### src/rtl/rr_decode_arbiter4.sv
// Four-way round-robin arbiter with one-hot decoded grant and a hold-time limit.
// Latency: req to gnt is one cycle; no backpressure, losing requesters just keep req high.

module dec2to4 (
  input  logic [1:0] sel,
  input  logic       en,
  output logic [3:0] y
);
  always_comb begin
    y = '0;
    if (en) y[sel] = 1'b1;
  end
endmodule

module rr_decode_arbiter4 #(
  parameter int MAX_HOLD = 16,
  parameter int CNT_W    = 8
) (
  input  logic       clk,
  input  logic       rst_n,
  input  logic [3:0] req,
  output logic [3:0] gnt,
  output logic [1:0] gnt_idx,
  output logic       gnt_valid,
  output logic       timeout
);
  typedef enum logic {IDLE, GRANT} state_t;

  state_t           state_q, state_d;
  logic [CNT_W-1:0] hold_cnt, hold_cnt_d;
  logic [1:0]       last_ptr, last_ptr_d;
  logic [1:0]       idx_d;
  logic             on_d;
  logic             timeout_d;
  logic [3:0]       gnt_d;
  logic [1:0]       winner;
  logic [1:0]       cand;
  logic             found;

  // Search starts one past the previous winner, so it ends up with lowest priority.
  always_comb begin
    winner = 2'd0;
    cand   = 2'd0;
    found  = 1'b0;
    for (int i = 1; i <= 4; i++) begin
      cand = last_ptr + 2'(i);
      if (!found && req[cand]) begin
        winner = cand;
        found  = 1'b1;
      end
    end
  end

  always_comb begin
    state_d    = state_q;
    hold_cnt_d = hold_cnt;
    last_ptr_d = last_ptr;
    idx_d      = gnt_idx;
    on_d       = 1'b0;
    timeout_d  = 1'b0;
    case (state_q)
      IDLE: begin
        if (req != 4'b0000) begin
          state_d    = GRANT;
          idx_d      = winner;
          last_ptr_d = winner;
          hold_cnt_d = CNT_W'(1);
          on_d       = 1'b1;
        end
      end
      GRANT: begin
        // Release is tested first so a simultaneous drop never flags a timeout.
        if (!req[gnt_idx]) begin
          state_d    = IDLE;
          hold_cnt_d = '0;
        end else if (MAX_HOLD != 0 && hold_cnt == CNT_W'(MAX_HOLD)) begin
          state_d    = IDLE;
          hold_cnt_d = '0;
          timeout_d  = 1'b1;
        end else begin
          on_d = 1'b1;
          if (hold_cnt != {CNT_W{1'b1}}) hold_cnt_d = hold_cnt + CNT_W'(1);
        end
      end
      default: state_d = IDLE;
    endcase
  end

  dec2to4 u_dec (
    .sel (idx_d),
    .en  (on_d),
    .y   (gnt_d)
  );

  always_ff @(posedge clk or negedge rst_n) begin
    if (!rst_n) begin
      state_q   <= IDLE;
      hold_cnt  <= '0;
      last_ptr  <= 2'd3;
      gnt_idx   <= 2'd0;
      gnt       <= 4'b0000;
      gnt_valid <= 1'b0;
      timeout   <= 1'b0;
    end else begin
      state_q   <= state_d;
      hold_cnt  <= hold_cnt_d;
      last_ptr  <= last_ptr_d;
      gnt_idx   <= idx_d;
      gnt       <= gnt_d;
      gnt_valid <= on_d;
      timeout   <= timeout_d;
    end
  end
endmodule

### config.mk
export PLATFORM = sky130hd
export DESIGN_NAME = rr_decode_arbiter4
export DESIGN_NICKNAME = d
export VERILOG_FILES = /design/src/rtl/rr_decode_arbiter4.sv
export SDC_FILE = /design/constraint.sdc
export NUM_CORES = 1
export LEC_CHECK = 0
export CAP_MARGIN = 0
export CELL_PAD_IN_SITES_DETAIL_PLACEMENT = 0
export CELL_PAD_IN_SITES_GLOBAL_PLACEMENT = 1
export CORE_UTILIZATION = 41
export CTS_CLUSTER_DIAMETER = 200
export CTS_CLUSTER_SIZE = 30
export DETAILED_ROUTE_END_ITERATION = 16
export GPL_ROUTABILITY_DRIVEN = 0
export PLACE_DENSITY_LB_ADDON = 0.1
export REMOVE_ABC_BUFFERS = 1
export SLEW_MARGIN = 20
export SYNTH_ARGS = -nofsm -noshare
export SYNTH_HDL_FRONTEND = slang
export SYNTH_HIERARCHICAL = 1
export SYNTH_SLANG_ARGS = --single-unit
### constraint.sdc
create_clock -name clk -period 2.4 [get_ports clk]
set_input_delay 0.36 -clock clk [delete_from_list [all_inputs] [get_ports clk]]
set_output_delay 0.36 -clock clk [all_outputs]
set_load 0.1 [all_outputs]
After elaboration in Yosys (flattened, before gate mapping) --
Index checks and enable logic that the tools add are counted.
Word-level totals: flip-flop bits (word level) 18, output and inout bits 8, logic and storage cells 66, input port bits 6
Cells by class: bitwise logic cells 1, equality and inequality tests 4, add/sub/neg operators 4, order comparisons 7, reductions and logical operators 10, multiplexer cells 34
Operators with widths (count):
- $mux W8 | 4
- $lt A2 B3 Y1 const B | 6
- $pmux W8 S2 | 1
- $mux W1 | 15
- $mux W2 | 6
- $bmux W1 S2 | 5
- $add A8 B1 Y8 const B | 1
- $eq A8 B5 Y1 const B | 1
- $ne A8 B8 Y1 const B | 1
- $add A2 B2 Y2 const B | 2
- $logic_and A1 B1 Y1 | 4
- $mux W4 | 1
- $ne A4 B2 Y1 const B | 1
- $reduce_and A2 Y1 | 2
- $reduce_bool A4 Y1 | 1
- $logic_not A1 Y1 | 3
- $add A2 B1 Y2 const B | 1
- $demux W1 S2 | 1
- $ge A2 B1 Y1 const B | 1
- $ne A2 B2 Y1 const B | 1
- $pmux W1 S2 | 1
- $not A1 Y1 | 1

Longest topological paths before layout --
depth after elaboration 20, mapped depth 6, mapped depth without buffers 6

By module --
The synthesis kept the hierarchy.
Modules (own cells, without submodules):
- rr_decode_arbiter4 | cells each 90, area an instance 942.2 µm², sequential area each 452.9 µm², times used 1
- dec2to4 | cells each 4, area an instance 37.5 µm², sequential area each 0.0 µm², times used 1

Worst setup path after synthesis --
OpenSTA, ideal clock, no wires.
path type reg2reg, start register gnt_idx[1], end register hold_cnt[3], buffers on the path 1, arrival 2397 ps, clock period less this slack 2521 ps, required time 2276 ps, path slack -121 ps, cell stages (with the launch flop) 6, setup time 124 ps, cell sequence dfrtp_1 -> mux4_2 -> and4_4 -> or2_1 -> buf_6 -> a211o_1
Between the ends: word-level cells in the longest chain between the ends 4, elaborated cells between the ends (all ways) 6, classes of those cells eq/ne: 1; mux: 4; reduce/logical: 1
Ends and longest elaborated chain:
- from (decl) | RTL line 23 | output logic [1:0] gnt_idx,
- from (signal assigned) | RTL line 108 | gnt_idx <= idx_d;
- $bmux W1 S2 * | RTL line 73 | if (!req[gnt_idx]) begin
- $mux W1 (not written as such) * | RTL line 73
- $ne A4 B2 Y1 (no line) / $mux W8 (equally long branches)
- $reduce_and A2 Y1 (no line) / $pmux W8 S2 (equally long branches)
- to (signal assigned) | RTL line 106 | hold_cnt <= hold_cnt_d;
- to (decl) | RTL line 30 | logic [CNT_W-1:0] hold_cnt, hold_cnt_d;
Mark *: on every way between the ends. The rest lies on a longest branch, timed or not. The select of a mux whose other input is x is not followed. A chain may end at the register's enable or synchronous reset.

Worst setup path in the final report --
start register hold_cnt[0], end register gnt[3]
Between the ends: word-level cells in the longest chain between the ends 5
Ends and longest elaborated chain:
- $eq A8 B5 Y1 | RTL line 76 | end else if (MAX_HOLD != 0 && hold_cnt == CNT_W'(MAX_HOLD)) begin
- $mux W1 | RTL line 76
- $mux W1 | RTL line 73
- $pmux W1 S2 | RTL line 61 | case (state_q)
- named net on_d | RTL line 33 | logic on_d;
- $mux W4 | RTL line 11 | if (en) y[sel] = 1'b1;
- named net gnt_d[3] | RTL line 35 | logic [3:0] gnt_d;
- to (signal assigned) | RTL line 109 | gnt <= gnt_d;
- to (decl) | RTL line 22 | output logic [3:0] gnt,
The timed path passes the listed nets, and every way through them passes these cells.

==> metrics.md <==
| Metric | Value |
|---|---|
| Run status | finished clean |
| Fillcell total | around 210 |
| Worst setup margin | just over 300 ps |
| Core Area | approximately 0.0022 sq mm |
| CP cell instances | inv_1, ha_1, or4b_1, o211ai_2, nand2_1, and3_2 |
| Setup Crit Path Kind | reg -> reg |
| Sequential element share of the synthesized area | ~46% |
| Synth Cell Area | roughly 1000 sq um |
| Max VDD drop | 774 uV |
| Reg clk slew, reported paths | ~110 ps |
| Placed insts | approximately 140 |
| Cts-stage hold buffer count | 0 |
| DP Worst Slack | about 88 ps |
| Leakage power | just under 0.6 nW |
| Post-synthesis adder-cell area fraction | under 10% |
| Post-CTS Setup Bufs | 0 |
| Post-Layout Cell Count | 140 |
| Largest net degree at the start of global routing | 19 |
| Number of enable flip-flop cells after synthesis | 0 |
| Synth warn | 6 |
| Width of the die | approximately 50 um |
| Fin crit share | about 87% |
| Clk Latency, worst-skew pair | roughly 300 ps |
| Post-DP Area | approximately 0.0011 sq mm |
| Vias per std cell | between 5 and 6 |
| Gates resized, CTS repair | 0 |
| Multiplexer share of the synthesized area | about 3.4% |
| Unrepaired setup endpoints after global routing | no |
| Initial Utilization | between 40 and 50% |
| Area growth, synth to finish | 19.3% |
| Slowest CP cell | or4b_1 |
| Final ANT Viol Nets | 0 |
| Clock Tree Root | clkbuf_4 |
| Final Hold Fails | 0 |
| FF-to-FF setup slack | between 300 and 400 ps |
| Crit path max fanout | 8 |
| Switching Share | 50.4% |
| First-pass GRT wire length | 3230 um |
| Simple-Gate Fraction of Synth Area | between 20% and 30% |
| Worst setup EP type | flop |
| Remaining Overflow, GRT | 0 |
| Clock power share | around an eighth |
| Overall routing resource usage | about 17% |
| Max cap viols | 0 |
| Wire per inst | 14.3 um |
| Mapped Cells | 94 |
| Tmin final | approximately 2100 ps |
| Ys flop type | dfrtp_1 |
| Slew @ Worst Pin | between 700 and 800 ps |
| Post-Synth XOR/XNOR Area | 0% |
| DP HPWL | between 1000 and 1500 um |
| Share of layout cells above drive strength 1 | 23.2% |
| Die area | approximately 0.0026 sq mm |
| Skew final | ~16 ps |
| Worst Path Required | 2580 ps |
| Worst min path class | in -> async |
| Comb power frac | between 50 and 60% |
| Io pins | 14 |
| Antenna cells | 0 |
| Post-synthesis compound-gate area fraction | about a fifth |
| Max incr delay on CP | 520 ps |
| Pins Over Slew Limit | 0 |
| Worst Path Arrival | between 2000 and 2500 ps |
| Vias in the first global route | 702 |
| CTS H-tree lvls | 1 |
| Int Pwr | ~0.73 mW |
| Post-synthesis sequential element count | 18 |
| DRT iter0 DRCs | 27 |
| Largest family of logic cells by synthesized area | simple AND/OR/NAND/NOR gates |
| Avg Inst Size Synth | approximately 10 sq um |
| Row cnt | 17 |
| Synth unique cells | 40 |
| Multi-input logic area | around 500 sq um |
| Top area cells in the synthesized netlist | dfrtp_1 (41%), dfstp_2 (5.4%), and3_1 (3.8%), a211o_1 (3.6%), ha_1 (2.6%) |
| Port Buffers | 13 |
| Asr flop ratio synth | 100% |
| Pre-antenna DRT Iters | 4 |
| Final WL | about 2000 um |
| FF+latch area | 453 sq um |
| NetSw | 0.745 mW |
| Die Y | 50.9 um |
| Fin area | between 0.001 and 0.0015 sq mm |
| Slew HR | between 40% and 50% |
| Post-synth top area cell | dfrtp_1 |
| CTS buffer count | 3 |
| Setup TNS | 0 ps |
| Final setup vio count | 0 |
| Longest Clk Path Bufs | 2 |
| Post-synth top area share | between 40 and 50% |
| CTS tree | done |
| PD cells | about 1300 mW/mm^2 |
| Routed via count | just under 800 |
| Clock sinks | 18 |
| Nets@finish | roughly 120 |
| Crit start category | flop |
| Power Total | roughly 1.5 mW |
| Initial antenna violation count | 0 |
| Sequential share of power | 32.5% |
| F_max | 477 MHz |
| Post-route DRC | 0 |
## power by group through the flow
stage	combinational (mW)	sequential, mW	clock, mW
final	0.812	0.480	0.185
after global routing	0.867	0.496	0.203
after CTS	0.813	0.478	0.194
after detailed placement	0.810	0.485	0
after global placement	0.813	0.486	0
after floorplan	0.291	0.808	0
## registers in the layout, indices dropped and copies added (netlist names)
register / cells
last_ptr: 2
gnt_idx: 2
timeout: 1
gnt: 4
state_q: 1
hold_cnt: 8
## worst max-delay path, delay by kind of cell, from the launching register on
| family | cells | cell delay (ps) |
|---|---|---|
| buffers and inverters | 1 | 100 |
| AOI/OAI and AO/OA | 1 | 410 |
| and+or+nand+nor | 3 | 940 |
| adders and majority gates | 1 | 130 |
| DFF | 1 | 420 |
## layout by cell type, fill, tap and decap left out, drive strengths merged, types with 4 or more instances in the layout
| master | netlist | final |
|---|---|---|
| nor3 | 4 | 4 |
| clkdlybuf4s50 | 0 | 5 |
| dfrtp | 16 | 16 |
| nand2 | 6 | 6 |
| and3 | 7 | 7 |
| a211o | 4 | 4 |
| o21ai | 4 | 4 |
| clkbuf | 1 | 4 |
| inv | 4 | 4 |
| buf | 1 | 11 |
## cell families after synthesis
group / count (synthesis)
and+or+nand+nor: 41
DFF: 18
muxes: 2
AOI/OAI and AO/OA: 25
adders and majority gates: 2
buffers and inverters: 6
## synth_stat cells (2+ instances only)
library cell / n
nor3_1: 4
dfstp_2: 2
nand2_1: 6
a211o_1: 4
and3_1: 6
nand2b_1: 3
nor2_1: 3
dfrtp_1: 16
and4_1: 2
o211ai_1: 2
nor2b_1: 2
nand3_1: 3
a21o_1: 3
a22oi_1: 2
ha_1: 2
and3b_1: 2
a21oi_1: 3
o21ai_0: 4
inv_1: 4
## cell type report
class	count	share of cell area, %
Sequential cell	18	38.8
Tap cell	28	3.00
Inverter	4	1.28
Multi-Input combinational cell	70	42.5
Clock buffer	4	3.10
Timing Repair Buffer	16	11.3
## path summary, 6_finish.rpt
check | endpoint | startpoint | cells after the start
max | gnt[3] | hold_cnt[0] | 6
max in group asynchronous | gnt[2] | rst_n | 1
min | hold_cnt[5] | rst_n | 1
max reg2reg | gnt[3] | hold_cnt[0] | 6
min reg2reg | last_ptr[0] | last_ptr[0] | 2
min in group clk | last_ptr[0] | last_ptr[0] | 2
## layer usage
| layer | wire length [um] | part of all wire (%) | GRT usage, % | vias to the layer above |
|---|---|---|---|---|
| met3 | 92 | 4.6 | 5.36 | 2 |
| met1 | 1020 | 51 | 26.5 | 378 |
| li1 | - | - | - | 392 |
| met4 | 12 | 0.60 | 4.17 | 0 |
| met2 | 879 | 44 | 22.9 | 23 |
| met5 | 0 | 0 | 0 | - |
## stage by stage
step	hold WS, ps	util, %
6_report	512	52.3
2_1_floorplan	64.4	-
3_3_place_gp	524	50.7
4_1_cts	550	52.3
5_1_grt	583	52.3
3_5_place_dp	534	50.7
(Power assumes the default switching activity.)
